[config.mk]
export PLATFORM = sky130hd
export DESIGN_NAME = decode
export DESIGN_NICKNAME = d
export VERILOG_FILES = /design/src/rtl/decode_pkg.sv /design/src/rtl/decode_fields.sv /design/src/rtl/decode.sv
export SDC_FILE = /design/constraint.sdc
export NUM_CORES = 1
export LEC_CHECK = 0
export CAP_MARGIN = 20
export CORE_AREA = 2 2 281 283
export CTS_BUF_LIST = sky130_fd_sc_hd__clkbuf_4
export DETAILED_ROUTE_END_ITERATION = 8
export DIE_AREA = 0 0 283 285
export GPL_TIMING_DRIVEN = 0
export PLACE_DENSITY = 0.58
export SYNTH_ARGS = -nofsm -noshare
export SYNTH_HDL_FRONTEND = slang
export SYNTH_SLANG_ARGS = --single-unit
[constraint.sdc]
create_clock -name clock -period 2.85 [get_ports clock]
set_input_delay 0.57 -clock clock [delete_from_list [all_inputs] [get_ports clock]]
set_output_delay 0.57 -clock clock [all_outputs]
set_load 0.01 [all_outputs]
[src/rtl/decode_pkg.sv]
// Shared types and constants for the decode stage.
//   regval_t     : one 32-bit architectural register value / instruction word
//   regfile_t    : full register file image (16 entries, 4-bit specifiers)
//   decoded_t    : extracted instruction fields with sign-extended immediate
//   out_t        : complete output-register contents of the decode stage
//   state_t      : decode occupancy state (EMPTY / OUT / FULL)
package decode_pkg;

    localparam int unsigned XLEN          = 32;
    localparam int unsigned REG_IDX_W     = 4;
    localparam int unsigned REGFILE_DEPTH = 16;

    typedef logic [XLEN-1:0]      regval_t;
    typedef regval_t [REGFILE_DEPTH-1:0] regfile_t;
    typedef logic [REG_IDX_W-1:0] reg_idx_t;
    typedef logic [3:0]           opcode_t;

    // Instruction field bit positions.
    localparam int unsigned OPCODE_MSB = 31;
    localparam int unsigned OPCODE_LSB = 28;
    localparam int unsigned RD_MSB     = 27;
    localparam int unsigned RD_LSB     = 24;
    localparam int unsigned RA_MSB     = 23;
    localparam int unsigned RA_LSB     = 20;
    localparam int unsigned RB_MSB     = 19;
    localparam int unsigned RB_LSB     = 16;
    localparam int unsigned IMM_MSB    = 15;
    localparam int unsigned IMM_LSB    = 0;

    localparam opcode_t OPCODE_NOP = 4'h0;

    // The all-zero word is the Nop instruction.
    localparam regval_t NOP = 32'h0000_0000;

    typedef struct packed {
        opcode_t  opcode;
        reg_idx_t rd;
        reg_idx_t ra;
        reg_idx_t rb;
        regval_t  imm;
    } decoded_t;

    typedef struct packed {
        logic     valid;
        decoded_t dec;
        regval_t  a;
        regval_t  b;
        regval_t  pc;
    } out_t;

    typedef enum logic [1:0] {
        ST_EMPTY = 2'd0,
        ST_OUT   = 2'd1,
        ST_FULL  = 2'd2
    } state_t;

    // Decode of the Nop word: every field zero.
    localparam decoded_t NOP_DECODED = '{
        opcode: OPCODE_NOP,
        rd:     4'h0,
        ra:     4'h0,
        rb:     4'h0,
        imm:    32'h0000_0000
    };

    // Contents of a non-valid output register.
    localparam out_t OUT_NOP = '{
        valid: 1'b0,
        dec:   NOP_DECODED,
        a:     32'h0000_0000,
        b:     32'h0000_0000,
        pc:    32'h0000_0000
    };

    function automatic regval_t sign_extend_imm(input logic [15:0] imm);
        return {{16{imm[15]}}, imm};
    endfunction

endpackage

[src/rtl/decode_fields.sv]
// Combinational field extraction for one instruction word.
//   instruction : raw 32-bit instruction word
//   fields      : opcode, rd, ra, rb and sign-extended immediate
module decode_fields
    import decode_pkg::*;
(
    input  regval_t  instruction,
    output decoded_t fields
);

    // Slice the word into its fields; the immediate is sign-extended.
    always_comb begin
        fields        = NOP_DECODED;
        fields.opcode = instruction[OPCODE_MSB:OPCODE_LSB];
        fields.rd     = instruction[RD_MSB:RD_LSB];
        fields.ra     = instruction[RA_MSB:RA_LSB];
        fields.rb     = instruction[RB_MSB:RB_LSB];
        fields.imm    = sign_extend_imm(instruction[IMM_MSB:IMM_LSB]);
    end

endmodule

[src/rtl/decode.sv]
// Decode pipeline stage with a one-entry skid buffer.
//   clock, reset_n        : rising-edge clock, asynchronous active-low reset
//   registers             : register file image used for operand reads
//   in_valid/in_instruction/in_pc : instruction from fetch
//   hold_out              : stall to fetch, high exactly while the skid is full
//   hold_in               : stall from downstream, freezes valid outputs
//   flush                 : discard everything in flight
//   out_*                 : registered decoded fields, operands and pc
module decode
    import decode_pkg::*;
#(
    parameter int unsigned NUM_REGS = 16
) (
    input  logic     clock,
    input  logic     reset_n,
    input  regfile_t registers,
    input  logic     in_valid,
    input  regval_t  in_instruction,
    input  regval_t  in_pc,
    output logic     hold_out,
    input  logic     hold_in,
    input  logic     flush,
    output logic     out_valid,
    output opcode_t  out_opcode,
    output reg_idx_t out_rd,
    output reg_idx_t out_ra,
    output reg_idx_t out_rb,
    output regval_t  out_imm,
    output regval_t  out_a,
    output regval_t  out_b,
    output regval_t  out_pc
);

    state_t   state_r;
    out_t     out_r;
    logic     skid_valid_r;
    regval_t  skid_instr_r;
    regval_t  skid_pc_r;
    logic     hold_out_r;

    decoded_t in_dec_s;
    decoded_t skid_dec_s;
    out_t     in_entry_s;
    out_t     skid_entry_s;
    logic     accept_s;

    // Register 0 is hard-wired to zero; specifiers beyond NUM_REGS also read zero.
    function automatic regval_t read_reg(input regfile_t rf, input reg_idx_t idx);
        regval_t val;
        if (idx == 4'h0) begin
            val = 32'h0000_0000;
        end else if (32'(idx) >= NUM_REGS) begin
            val = 32'h0000_0000;
        end else begin
            val = rf[idx];
        end
        return val;
    endfunction

    decode_fields u_fields_in (
        .instruction (in_instruction),
        .fields      (in_dec_s)
    );

    decode_fields u_fields_skid (
        .instruction (skid_instr_r),
        .fields      (skid_dec_s)
    );

    // Fetch only hands over an instruction while we are not stalling it.
    assign accept_s = in_valid & ~hold_out_r;

    // Candidate output-register contents; operands are read in the cycle the
    // entry lands in the output register, so a skid entry sees fresh values.
    always_comb begin
        in_entry_s       = OUT_NOP;
        in_entry_s.valid = 1'b1;
        in_entry_s.dec   = in_dec_s;
        in_entry_s.a     = read_reg(registers, in_dec_s.ra);
        in_entry_s.b     = read_reg(registers, in_dec_s.rb);
        in_entry_s.pc    = in_pc;

        skid_entry_s       = OUT_NOP;
        skid_entry_s.valid = skid_valid_r;
        skid_entry_s.dec   = skid_dec_s;
        skid_entry_s.a     = read_reg(registers, skid_dec_s.ra);
        skid_entry_s.b     = read_reg(registers, skid_dec_s.rb);
        skid_entry_s.pc    = skid_pc_r;
    end

    // Occupancy FSM with output register, skid buffer and registered stall.
    always_ff @(posedge clock or negedge reset_n) begin
        if (!reset_n) begin
            state_r      <= ST_EMPTY;
            out_r        <= OUT_NOP;
            skid_valid_r <= 1'b0;
            skid_instr_r <= NOP;
            skid_pc_r    <= 32'h0000_0000;
            hold_out_r   <= 1'b0;
        end else if (flush) begin
            state_r      <= ST_EMPTY;
            out_r        <= OUT_NOP;
            skid_valid_r <= 1'b0;
            skid_instr_r <= NOP;
            skid_pc_r    <= 32'h0000_0000;
            hold_out_r   <= 1'b0;
        end else begin
            case (state_r)
                ST_EMPTY: begin
                    // Nothing valid is being held, so an arrival may fill the
                    // output register even while downstream stalls.
                    if (accept_s) begin
                        out_r   <= in_entry_s;
                        state_r <= ST_OUT;
                    end else begin
                        out_r   <= OUT_NOP;
                        state_r <= ST_EMPTY;
                    end
                    hold_out_r <= 1'b0;
                end
                ST_OUT: begin
                    if (!hold_in) begin
                        if (accept_s) begin
                            out_r   <= in_entry_s;
                            state_r <= ST_OUT;
                        end else begin
                            out_r   <= OUT_NOP;
                            state_r <= ST_EMPTY;
                        end
                        hold_out_r <= 1'b0;
                    end else if (accept_s) begin
                        // Output frozen: park the raw word, operands read later.
                        skid_valid_r <= 1'b1;
                        skid_instr_r <= in_instruction;
                        skid_pc_r    <= in_pc;
                        state_r      <= ST_FULL;
                        hold_out_r   <= 1'b1;
                    end else begin
                        state_r    <= ST_OUT;
                        hold_out_r <= 1'b0;
                    end
                end
                ST_FULL: begin
                    if (!hold_in) begin
                        out_r        <= skid_entry_s;
                        skid_valid_r <= 1'b0;
                        state_r      <= ST_OUT;
                        hold_out_r   <= 1'b0;
                    end else begin
                        state_r    <= ST_FULL;
                        hold_out_r <= 1'b1;
                    end
                end
                default: begin
                    state_r      <= ST_EMPTY;
                    out_r        <= OUT_NOP;
                    skid_valid_r <= 1'b0;
                    skid_instr_r <= NOP;
                    skid_pc_r    <= 32'h0000_0000;
                    hold_out_r   <= 1'b0;
                end
            endcase
        end
    end

    assign hold_out   = hold_out_r;
    assign out_valid  = out_r.valid;
    assign out_opcode = out_r.dec.opcode;
    assign out_rd     = out_r.dec.rd;
    assign out_ra     = out_r.dec.ra;
    assign out_rb     = out_r.dec.rb;
    assign out_imm    = out_r.dec.imm;
    assign out_a      = out_r.a;
    assign out_b      = out_r.b;
    assign out_pc     = out_r.pc;

endmodule

Word level (Yosys, flattened, before mapping)
Cells that the tools add are included.
{"block": "classes", "magnitude_cmp": 4, "eq_ne": 8, "muxes": 41, "n_bitwise": 2, "n_reduce_logical": 9}
{"cell": "$mux W145", "count": 4}
{"cell": "$bmux W32 S4", "count": 4}
{"cell": "$mux W32", "count": 14}
{"cell": "$pmux W145 S3", "count": 1}
{"cell": "$pmux W32 S2", "count": 2}
{"cell": "$lt A4 B5 Y1 const B", "count": 4}
{"cell": "$logic_not A4 Y1", "count": 4}
{"cell": "$ne A3 B3 Y1 const B", "count": 4}
{"cell": "$mux W1", "count": 9}
{"cell": "$mux W2", "count": 4}
{"cell": "$pmux W2 S3", "count": 1}
{"cell": "$reduce_and A4 Y1", "count": 1}
{"cell": "$pmux W1 S3", "count": 1}
{"cell": "$reduce_and A3 Y1", "count": 1}
{"cell": "$eq A2 B1 Y1 const B", "count": 1}
{"cell": "$eq A2 B2 Y1 const B", "count": 1}
{"cell": "$logic_not A2 Y1", "count": 1}
{"cell": "$ne A2 B1 Y1 const B", "count": 1}
{"cell": "$ne A2 B2 Y1 const B", "count": 1}
{"cell": "$pmux W1 S2", "count": 1}
{"cell": "$reduce_and A2 Y1", "count": 1}
{"cell": "$reduce_or A2 Y1", "count": 1}
{"cell": "$and A1 B1 Y1", "count": 1}
{"cell": "$not A1 Y1", "count": 1}
{"block": "word_totals", "ff_bits": 213, "input_bits": 581, "output_inout_bits": 146, "elab_cells": 78}

Longest topological paths before layout
Gate-level depths: netlist (run 1).
{"block": "logic_depth", "ltp_word": 7, "depth_mapped": 10, "mapped_depth_nobuf": 7}

Hierarchy
From an unflattened synthesis (run 1), not the netlist that was laid out.
{"block": "hier_totals", "cells_unflattened": 2215, "area_unflattened_um2": 25484.4}
{"module": "decode", "n_inst": 1, "cells_per_inst": 2119, "area_each_um2": 24763.8}
{"module": "decode_fields", "n_inst": 2, "cells_per_inst": 48, "area_each_um2": 360.3}

Worst setup path after synthesis (run 1)
OpenSTA, ideal clock, no wires.
{"block": "synth_path", "kind": "input port to flip-flop", "startpoint": "in in_instruction[20]", "endpoint": "reg out_r, in the netlist out_a[1]", "setup_time_ps": 136, "arrival_time_ps": 2042, "setup_slack_ps": 672, "path_stages": 7, "n_path_buf": 2, "path_cell_list": "buf_4 > buf_2 > mux4_2 > nor2_1 > a211oi_1 > a211oi_1 > o221ai_2"}
{"block": "synth_via", "elab_chain_len": 7}
{"item": "from (decl)", "line_no": "decode.sv:18", "text": "input regval_t in_instruction,"}
{"item": "$bmux W32 S4", "line_no": "decode.sv:55", "text": "val = rf[idx];"}
{"item": "$mux W32 (implied by the code)", "line_no": "decode.sv:55"}
{"item": "$mux W32 *", "line_no": "decode.sv:50", "text": "if (idx == 4'h0) begin"}
{"item": "$mux W145 *", "line_no": "decode.sv:112, decode.sv:123"}
{"item": "$mux W145", "line_no": "decode.sv:122", "text": "if (!hold_in) begin"}
{"item": "$pmux W145 S3 *", "line_no": "decode.sv:108", "text": "case (state_r)"}
{"item": "$mux W145 *", "line_no": "decode.sv:100", "text": "end else if (flush) begin"}
{"item": "to (signal assigned)", "line_no": "decode.sv:113", "text": "out_r <= in_entry_s;"}
{"item": "to (signal assigned)", "line_no": "decode.sv:124", "text": "out_r <= in_entry_s;"}
{"item": "to (signal assigned)", "line_no": "decode.sv:145", "text": "out_r <= skid_entry_s;"}
{"item": "to (decl)", "line_no": "decode.sv:35", "text": "out_t out_r;"}
Mark *: on every way between the ends. The rest lies on a longest branch, timed or not. The select of a mux whose other input is x is not followed.
A chain may end at the register's enable or synchronous reset.

Worst setup path after layout (run 1)
{"block": "layout_path", "startpoint": "in in_instruction[23]", "endpoint": "reg out_r, in the netlist out_a[9]"}
The elaborated chain is that of the path after synthesis.

==> flow_summary.yaml, run 1 <==
timing:
  setup_viol: 11
  hold_violations: 0
  grt_setup_unrepaired: "true"
  finalMaxSlewViolations: 0
  clock.fmax_mhz: 324
  worst_clock_skew_ps: 67.0
  min_period_over_period_pct: 108
  slew_headroom_pct: 9.01
  tightest_slew_ps: 1360
  hold_ws_ps: 312
  period_needed_ps: 3090
  setup_slack_ps: -239
yosys:
  synth-async-reset-ratio_pct: 100
  synth.most_common_cell: "mux4_2"
  synthCells: 2175
  ys_seq_elements: 197
  synth_area_leaders: "mux4_2 35%, dfrtp_1 21%, mux2i_1 14%"
  synth.distinct_cells: 49
  synth_area_leader_cell: "mux4_2"
  synth_commonest_cells: "377 x mux4_2, 331 x mux2i_1, 247 x nand2_1"
  dominantRegCellSynth: "dfrtp_1"
  syn_area_sq_um: 24000
  syn_area_per_cell_sq_um: 11.0
  syn-num-nets: 2761
  synth.top_cell.area_share_pct: 35.4
  synth-edff-count: 0
  yosysWarnings: 0
  synth_seq_area_share_pct: 20.5
worst_setup_path:
  critPathLaunchType: "primary input"
  criticalPathCategory: "in -> reg"
  cp_max_fo: 10
  cp.required_ps: 3560
  max_stage_delay_ps: 750
  cp-end-kind: "register"
  reg2reg_depth: 6
  rrSetupSlack_ps: -120
  arrival_ps: 3800
  crit_chain: "clkdlybuf4s50_1 > or3b_2 > clkbuf_1 > clkbuf_2 > o22ai_1 > a211oi_1 > o221ai_2"
  critPathSlowestCell: "clkbuf_1"
cells_and_area:
  drive_above_1_share_pct: 21.0
  area_growth_pct: 39.4
  finalNetCount: 3523
  fillers: 7535
  final_cells: 4042
pwr:
  p_int_uw: 5760
  switching_power_uw: 4360
  power_frac_seq_pct: 30.6
  powerDensity_nw_per_um2: 303
  total_power_uw: 10100
  p_sw_share_pct: 43.1
  ir_worst_vdd_v: 0.000330
  pwr-share-clk_pct: 19.3
  combPwrFrac_pct: 50.1
  p_leak_uw: 0.0122
job:
  drv_cap: 0
clocking:
  cts-root-buf: "clkbuf_4"
  clk_pin_slew_worst_paths_ps: 260
  tritoncts: "done"
  cts_buffers: 17
  htreeDepth: 4
  cts_sinks: 197
  clock_latency_ps: 820
  ctsLongestPathBuffers: 2
outcome:
  violations: "negative setup slack"
  outcome: "finished, violations left"
drt:
  dr.pass1.iters: 6
  viasPerCell: 6.97
  drc_errors: 0
  drt_iter0_markers: 4319
  drt-total-wl_mm: 171
  ant_nets: 0
  wl_per_cell_um: 42.2
  vias: 28200
placement:
  place_congestion: 1.00
  dp_cells: 3955
  hpwl_mm: 130
  dpl_worst_slack_ps: -1350
  port_buffers: 722
floorplan:
  die_h_um: 285
  ioPinCount: 727
  rows: 103
  dieArea_sq_um: 80700
  initial_core_util_pct: 30.8
  die-width_um: 283
  core_sq_um: 78000
grt:
  grt_pass1_vias: 28200
  grt_use_total_pct: 41.2
  antenna_found_initial: 65
  grt_pass1_wl_mm: 231
  grt_remaining_overflow: 0
  grt_max_degree: 115
worst_hold_path:
  min_path_type: "in -> reg"
  min_path_cells: 3
-- area by class of cell --
class	count	area, sq um	share of cell area (%)
diodes	42	105	0.314
clock inverters	15	194	0.580
well taps	1050	1310	3.93
multi-input cells	1699	17800	53.1
clock buffers	17	128	0.382
flip-flops and latches	197	4930	14.7
plain buffers	274	1410	4.20
repair buffers	744	7580	22.7
inverters	4	15.0	0.0449
-- logic make-up after synthesis --
kind of cell / synth area share, %
flip-flops: 20.5
multiplexers: 49.7
adder cells (fa/ha/maj): 0.261
AO/OA/AOI/OAI: 18.0
AND/OR/NAND/NOR: 5.98
buffers and inverters: 5.50
-- state kept, by name, summed over array words and instances (netlist names) --
signal / cells
out_rb: 4
out_a: 32
skid_instr_r: 32
out_opcode: 4
skid_pc_r: 32
skid_valid_r: 1
out_valid: 1
out_ra: 4
out_pc: 32
hold_out: 1
out_imm: 16
out_b: 32
state_r: 2
out_rd: 4
-- placed cells by master, fill, tap and decap left out, types with 34 or more instances in the layout --
cell type,n
clkdlybuf4s50_1,721
mux4_2,377
mux2i_1,331
nand2_1,245
dfrtp_1,196
o21ai_0,161
a22oi_1,137
clkbuf_1,98
o22ai_1,94
buf_2,72
a21oi_1,52
a22o_1,45
diode_2,42
buf_4,39
o221ai_1,35
clkbuf_2,34
-- routing by layer --
| layer | wire, um | track usage [%] | share of wire [%] | up-vias |
|---|---|---|---|---|
| met3 | 23400 | 17.8 | 14 | 865 |
| met4 | 13900 | 27.9 | 8.1 | 38 |
| met2 | 76900 | 64.5 | 45 | 2831 |
| met1 | 56100 | 45.6 | 33 | 13900 |
| li1 | - | - | - | 10500 |
| met5 | 254 | 0.0581 | 0.15 | - |
-- timing repair --
action | in CTS | in global routing
hold buffers | 2 | 0
resized for setup | 45 | 58
pin swaps | 2 | 1
setup buffers | 2 | 2
endpoints found under the hold margin | 116 | 0
setup endpoints to repair | 151 | 131
-- power groups by stage --
stage / clock network [uW] / registers (uW) / logic, uW
floorplan: 0 / 3130 / 2220
global placement: 0 / 3140 / 4760
detailed placement: 0 / 3140 / 4840
CTS: 1960 / 3090 / 4870
global route: 2030 / 3110 / 5180
finish: 1950 / 3090 / 5070
-- metrics by stage --
| step | TNS [ps] | utilization (%) | cell area [sq um] |
|---|---|---|---|
| 2_1_floorplan | 0 | - | 24000 |
| 3_3_place_gp | -1819880 | 41.7 | 32500 |
| 3_5_place_dp | -124320 | 42.0 | 32700 |
| 4_1_cts | 0 | 42.5 | 33200 |
| 5_1_grt | -85.7 | 42.8 | 33400 |
| 6_report | -758 | 42.9 | 33500 |
-- worst max-delay path, delay by kind of cell --
kind            cells  cell delay [ps]
buf+inv             3             2060
compound gates      3              950
simple gates        1              190
-- final timing paths --
| path | startpoint | endpoint |
|---|---|---|
| hold / removal | in_pc[3] | skid_pc_r[3] |
| min in group asynchronous | reset_n | out_pc[6] |
| setup / recovery | in_instruction[23] | out_a[9] |
| setup reg to reg | skid_instr_r[19] | out_b[1] |
| max in group asynchronous | reset_n | out_a[10] |
| hold reg to reg | out_pc[4] | out_pc[4] |
Power figures use the tool's default switching activity.
==> inputs of run 2 (changes only) <==
--- a/config.mk
+++ b/config.mk
@@ -5,7 +5,6 @@
 export SDC_FILE = /design/constraint.sdc
 export NUM_CORES = 1
 export LEC_CHECK = 0
-export CAP_MARGIN = 20
 export CORE_AREA = 2 2 281 283
 export CTS_BUF_LIST = sky130_fd_sc_hd__clkbuf_4
 export DETAILED_ROUTE_END_ITERATION = 8
==> flow_summary.yaml, run 2 (synthesized netlist as in run 1, its figures left out) <==
drt:
  wl_per_cell_um: 42.3
  viasPerCell: 7.01
  dr.pass1.iters: 7
  drt-total-wl_mm: 170
  ant_nets: 0
  vias: 28200
  drc_errors: 0
  drt_iter0_markers: 4375
pwr:
  ir_worst_vdd_v: 0.000302
  p_leak_uw: 0.0121
  powerDensity_nw_per_um2: 302
cells_and_area:
  multiInputGateArea_sq_um: 17800
  area_growth_pct: 38.1
  fillers: 7550
  drive_above_1_share_pct: 20.6
  ff_latch_area_sq_um: 4930
  layout_commonest_cell: "clkdlybuf4s50_1"
  mostFrequentLayoutCells: "721 x clkdlybuf4s50_1, 377 x mux4_2, 331 x mux2i_1, 245 x nand2_1, 196 x dfrtp_1"
  finalNetCount: 3506
timing:
  slew_headroom_pct: 1.10
  period_needed_ps: 3020
  min_period_over_period_pct: 106
  setup_slack_ps: -171
  grt_setup_unrepaired: "false"
  hold_violations: 0
  fin_tns_setup_ps: -748
  finalMaxSlewViolations: 0
  tightest_slew_ps: 1480
  clock.fmax_mhz: 331
  worst_clock_skew_ps: 71.9
  setup_viol: 12
worst_setup_path:
  cp_max_fo: 10
  critPathLaunchType: "primary input"
  cp-end-kind: "register"
  arrival_ps: 3700
  criticalPathCategory: "in -> reg"
  cp.required_ps: 3530
grt:
  grt_pass1_vias: 28000
  grt_pass1_wl_mm: 229
  grt_use_total_pct: 40.9
  grt_max_degree: 115
  grt_remaining_overflow: 0
  antenna_found_initial: 63
clocking:
  clock_latency_ps: 820
  cts_buffers: 17
  htreeDepth: 4
  clk_pin_slew_worst_paths_ps: 260
  ctsLongestPathBuffers: 2
  tritoncts: "done"
  cts-root-buf: "clkbuf_4"
  cts_sinks: 197
floorplan:
  dieArea_sq_um: 80700
  die_h_um: 285
  core_sq_um: 78000
  ioPinCount: 727
  rows: 103
  die-width_um: 283
  initial_core_util_pct: 30.8
placement:
  dpl_worst_slack_ps: -1570
  place_congestion: 1.00
  port_buffers: 722
  hpwl_mm: 129
worst_hold_path:
  min_path_type: "in -> reg"
outcome:
  violations: "negative setup slack"
  outcome: "finished, violations left"
job:
  drv_cap: 0
==> run 2: power by group <==
| group | total, uW | switching [uW] | internal (uW) |
|---|---|---|---|
| Combinational | 5040 | 2690 | 2340 |
| Sequential | 3090 | 143 | 2950 |
| Clock | 1890 | 1480 | 404 |
| Total | 10000 | 4320 | 5700 |
==> run 2: per-stage QoR <==
step	instance area (sq um)	util [%]	instances	power [uW]	hold slack, ps
2_1_floorplan	24000	-	2175	5350	274
3_3_place_gp	32500	41.7	3947	7900	463
3_5_place_dp	32600	41.8	3948	7960	470
4_1_cts	33000	42.3	3984	9800	261
5_1_grt	33100	42.4	4001	10200	325
6_report	33100	42.5	4020	10000	301
==> run 2: worst paths after layout <==
path	startpoint	end	slack, ps	depth (start not counted)
min in group asynchronous	reset_n	out_pc[10]	360	2
max reg2reg	skid_instr_r[22]	out_a[24]	-130	5
max in group asynchronous	reset_n	out_a[3]	1320	3
max	in_instruction[18]	out_b[1]	-170	6
min reg2reg	out_pc[19]	out_pc[19]	500	2
min	in_pc[31]	skid_pc_r[31]	300	3
==> run 2: layer usage <==
layer	vias to the layer above	GRT usage, %	routed length (um)
met2	2851	63.8	76100
met3	836	17.0	23300
met5	-	0	388
li1	10500	-	-
met1	14000	46.0	56400
met4	50	27.4	13700
==> run 2: area by class of cell <==
| cell class | instances | share of cell area [%] |
|---|---|---|
| Antenna cell | 38 | 0.287 |
| Buffer | 273 | 4.30 |
| Clock buffer | 17 | 0.385 |
| Clock inverter | 14 | 0.487 |
| Inverter | 4 | 0.0453 |
| Multi-Input combinational cell | 1699 | 53.6 |
| Sequential cell | 197 | 14.9 |
| Tap cell | 1050 | 3.96 |
| Timing Repair Buffer | 728 | 22.0 |
==> run 2: timing repair <==
item,CTS,global route
hold buffers,2,0
resized for setup,47,68
endpoints found under the hold margin,116,0
setup buffers,3,0
pin swaps,2,0
setup endpoints to repair,143,92
==> run 2: worst max-delay path, stage by stage <==
cell and delay (ps):
clkdlybuf4s50_1 640, buf_2 360, buf_2 450, clkbuf_1 970, mux2i_1 530, o2111ai_1 150
==> variant: new RTL, settings of run 1 <==
Register the inputs `registers`, `in_valid`, `in_instruction`, `in_pc`, `hold_in` and `flush` before use. The logic sees them one clock later.
--- a/src/rtl/decode.sv
+++ b/src/rtl/decode.sv
@@ -32,4 +32,20 @@
 );
 
+    regfile_t registers_q;
+    logic in_valid_q;
+    regval_t in_instruction_q;
+    regval_t in_pc_q;
+    logic hold_q;
+    logic flush_q;
+
+    always_ff @(posedge clock) begin
+        registers_q      <= registers;
+        in_valid_q       <= in_valid;
+        in_instruction_q <= in_instruction;
+        in_pc_q          <= in_pc;
+        hold_q           <= hold_in;
+        flush_q          <= flush;
+    end
+
     state_t   state_r;
     out_t     out_r;
@@ -59,5 +75,5 @@
 
     decode_fields u_fields_in (
-        .instruction (in_instruction),
+        .instruction (in_instruction_q),
         .fields      (in_dec_s)
     );
@@ -69,5 +85,5 @@
 
     // Fetch only hands over an instruction while we are not stalling it.
-    assign accept_s = in_valid & ~hold_out_r;
+    assign accept_s = in_valid_q & ~hold_out_r;
 
     // Candidate output-register contents; operands are read in the cycle the
@@ -77,13 +93,13 @@
         in_entry_s.valid = 1'b1;
         in_entry_s.dec   = in_dec_s;
-        in_entry_s.a     = read_reg(registers, in_dec_s.ra);
-        in_entry_s.b     = read_reg(registers, in_dec_s.rb);
-        in_entry_s.pc    = in_pc;
+        in_entry_s.a     = read_reg(registers_q, in_dec_s.ra);
+        in_entry_s.b     = read_reg(registers_q, in_dec_s.rb);
+        in_entry_s.pc    = in_pc_q;
 
         skid_entry_s       = OUT_NOP;
         skid_entry_s.valid = skid_valid_r;
         skid_entry_s.dec   = skid_dec_s;
-        skid_entry_s.a     = read_reg(registers, skid_dec_s.ra);
-        skid_entry_s.b     = read_reg(registers, skid_dec_s.rb);
+        skid_entry_s.a     = read_reg(registers_q, skid_dec_s.ra);
+        skid_entry_s.b     = read_reg(registers_q, skid_dec_s.rb);
         skid_entry_s.pc    = skid_pc_r;
     end
@@ -98,5 +114,5 @@
             skid_pc_r    <= 32'h0000_0000;
             hold_out_r   <= 1'b0;
-        end else if (flush) begin
+        end else if (flush_q) begin
             state_r      <= ST_EMPTY;
             out_r        <= OUT_NOP;
@@ -120,5 +136,5 @@
                 end
                 ST_OUT: begin
-                    if (!hold_in) begin
+                    if (!hold_q) begin
                         if (accept_s) begin
                             out_r   <= in_entry_s;
@@ -132,6 +148,6 @@
                         // Output frozen: park the raw word, operands read later.
                         skid_valid_r <= 1'b1;
-                        skid_instr_r <= in_instruction;
-                        skid_pc_r    <= in_pc;
+                        skid_instr_r <= in_instruction_q;
+                        skid_pc_r    <= in_pc_q;
                         state_r      <= ST_FULL;
                         hold_out_r   <= 1'b1;
@@ -142,5 +158,5 @@
                 end
                 ST_FULL: begin
-                    if (!hold_in) begin
+                    if (!hold_q) begin
                         out_r        <= skid_entry_s;
                         skid_valid_r <= 1'b0;
Behaviour: not the same (a bounded check fails within 4 cycles, from zero or initial values and one cycle with reset_n low).
==> variant against run 1 <==
The flow still finishes with violations (setup timing). Wire length is 7.8% higher. Register-to-register slack got worse by 0.08 ns. Area after synthesis is 49% higher. First-iteration DRC count grew 19%. Worst setup slack gained 0.038 ns. Sequential cell count up 579. Clock skew is 0.028 ns higher. Total power grew to 2.8 times the old value. Via count is 22% higher. Clock power grew to 5.4 times the old value. Final area is 59% higher. Largest cell class unchanged. Largest power group is now sequential cells.
==> variant: results (changes against run 1) <==
[synth]
synthTopCellsByCount = 579 x dfxtp_1, 449 x mux4_2, 241 x mux2i_1
synth_seq_area_share_pct = 46.1  ; +26 points
ys_types = 40  ; -18%
synth-async-reset-ratio_pct = 25.4  ; -75 points

[sta]
setup_viol = 18  ; +7
layout_setup_ws_ns = -0.201  ; +0.0383 ns
tightestPinTransition_ns = 1.34  ; -0.0220 ns

[outcome]
run_status = finished with violations
violations = setup timing

[place]
dp_cells = 4396  ; +11%
hpwl_mm = 131  ; +1.4%
port_buffers = 726  ; +0.55%
placed_area_sq_um = 44600  ; +37%
gp_congestion = 1.01  ; +0.98%

[global_routing]
grt_pass1_vias = 36054  ; +28%
grt_use_total_pct = 45.0  ; +3.8 points
antenna_found_initial = 10  ; -85%
grt_max_degree = 108  ; -6.1%

[routing]
wl_per_cell_um = 34.5  ; -18%
wl_met1_mm = 60.6  ; +8.1%
wl_met3_mm = 24.5  ; +4.5%
wl_met2_mm = 83.8  ; +8.9%
drt-total-wl_mm = 184  ; +7.8%
drtPass1Iterations = 7  ; +1
dr_total_vias = 34450  ; +22%
drt-initial-drc-count = 5141  ; +19%

[clock_tree]
insertion_delay_ns = 1.14  ; +0.32 ns
clk_pin_slew_ns = 0.08  ; -0.18 ns

[worst_setup_path]
crit_path_end = out_b[5]
worstPathArrival_ns = 4.05  ; +0.25 ns

[layout]
drive_gt1_share_pct = 23.4  ; +2.5 points
nets = 4681  ; +33%

[worst_hold_path]
whs_path_depth = 1  ; -2

[power_and_ir_drop]
ir_drop_v = 0.000363  ; +10%
p_leak_nw = 20.7  ; +70%

-- variant: critical path, cell delays in order, from the launching register on --
cell,delay [ns]
dfrtp_1,0.43
buf_1,0.39
nor2_1,0.36
clkbuf_1,0.91
a22oi_1,0.46
a21o_1,0.28
o211ai_1,0.07
-- variant: layer usage --
metal / global-route usage (%) / vias to the layer above
met4: 31.8 / 14
li1: - / 13400
met5: 0 / -
met2: 70.1 / 3061
met3: 18.2 / 882
met1: 50.5 / 17093
-- variant: cell type report --
class                      instances  area [sq um]
inverter                          67           251
tap                             1050          1310
buffer                           259          1340
sequential                       776         16500
antenna                           13          32.5
clock buffer                     295          2210
fill                            5476         24900
timing repair buffer            1292         13000
clock inverter                    78           557
multi-input combinational       1500         17800
-- variant: report_power, final --
group	total, mW	internal, mW	switching [mW]
registers	12.2	11.5	0.706
clock network	10.5	5.45	5.07
logic	5.46	2.95	2.51
-- variant: cells by family (layout without fill, tap and decap cells) --
| group | after synthesis | after routing | synth area share, % |
|---|---|---|---|
| flip-flops | 776 | 776 | 46.1 |
| multiplexers | 723 | 723 | 36.0 |
| AO/OA/AOI/OAI | 515 | 515 | 10.4 |
| buffers and inverters | 328 | 1991 | 4.16 |
| AND/OR/NAND/NOR | 257 | 257 | 3.14 |
| adder cells (fa/ha/maj) | 5 | 5 | 0.175 |
| other | 0 | 13 | 0 |
-- variant: worst min-delay path by stage --
stage                                  end  slack (ns)
final                     registers_q[224]        0.05
after global routing      registers_q[224]       0.006
after CTS                 registers_q[289]      0.0001
after detailed placement   skid_instr_r[3]        0.45
after global placement    skid_instr_r[27]        0.44
after floorplan                   hold_out        0.27
-- variant: timing repair --
action,CTS,global route
buffers inserted,7,2
pin swaps,1,1
endpoints found under the setup margin,138,62
hold buffers,536,0
hold endpoints to repair,625,0
resized for setup,61,29
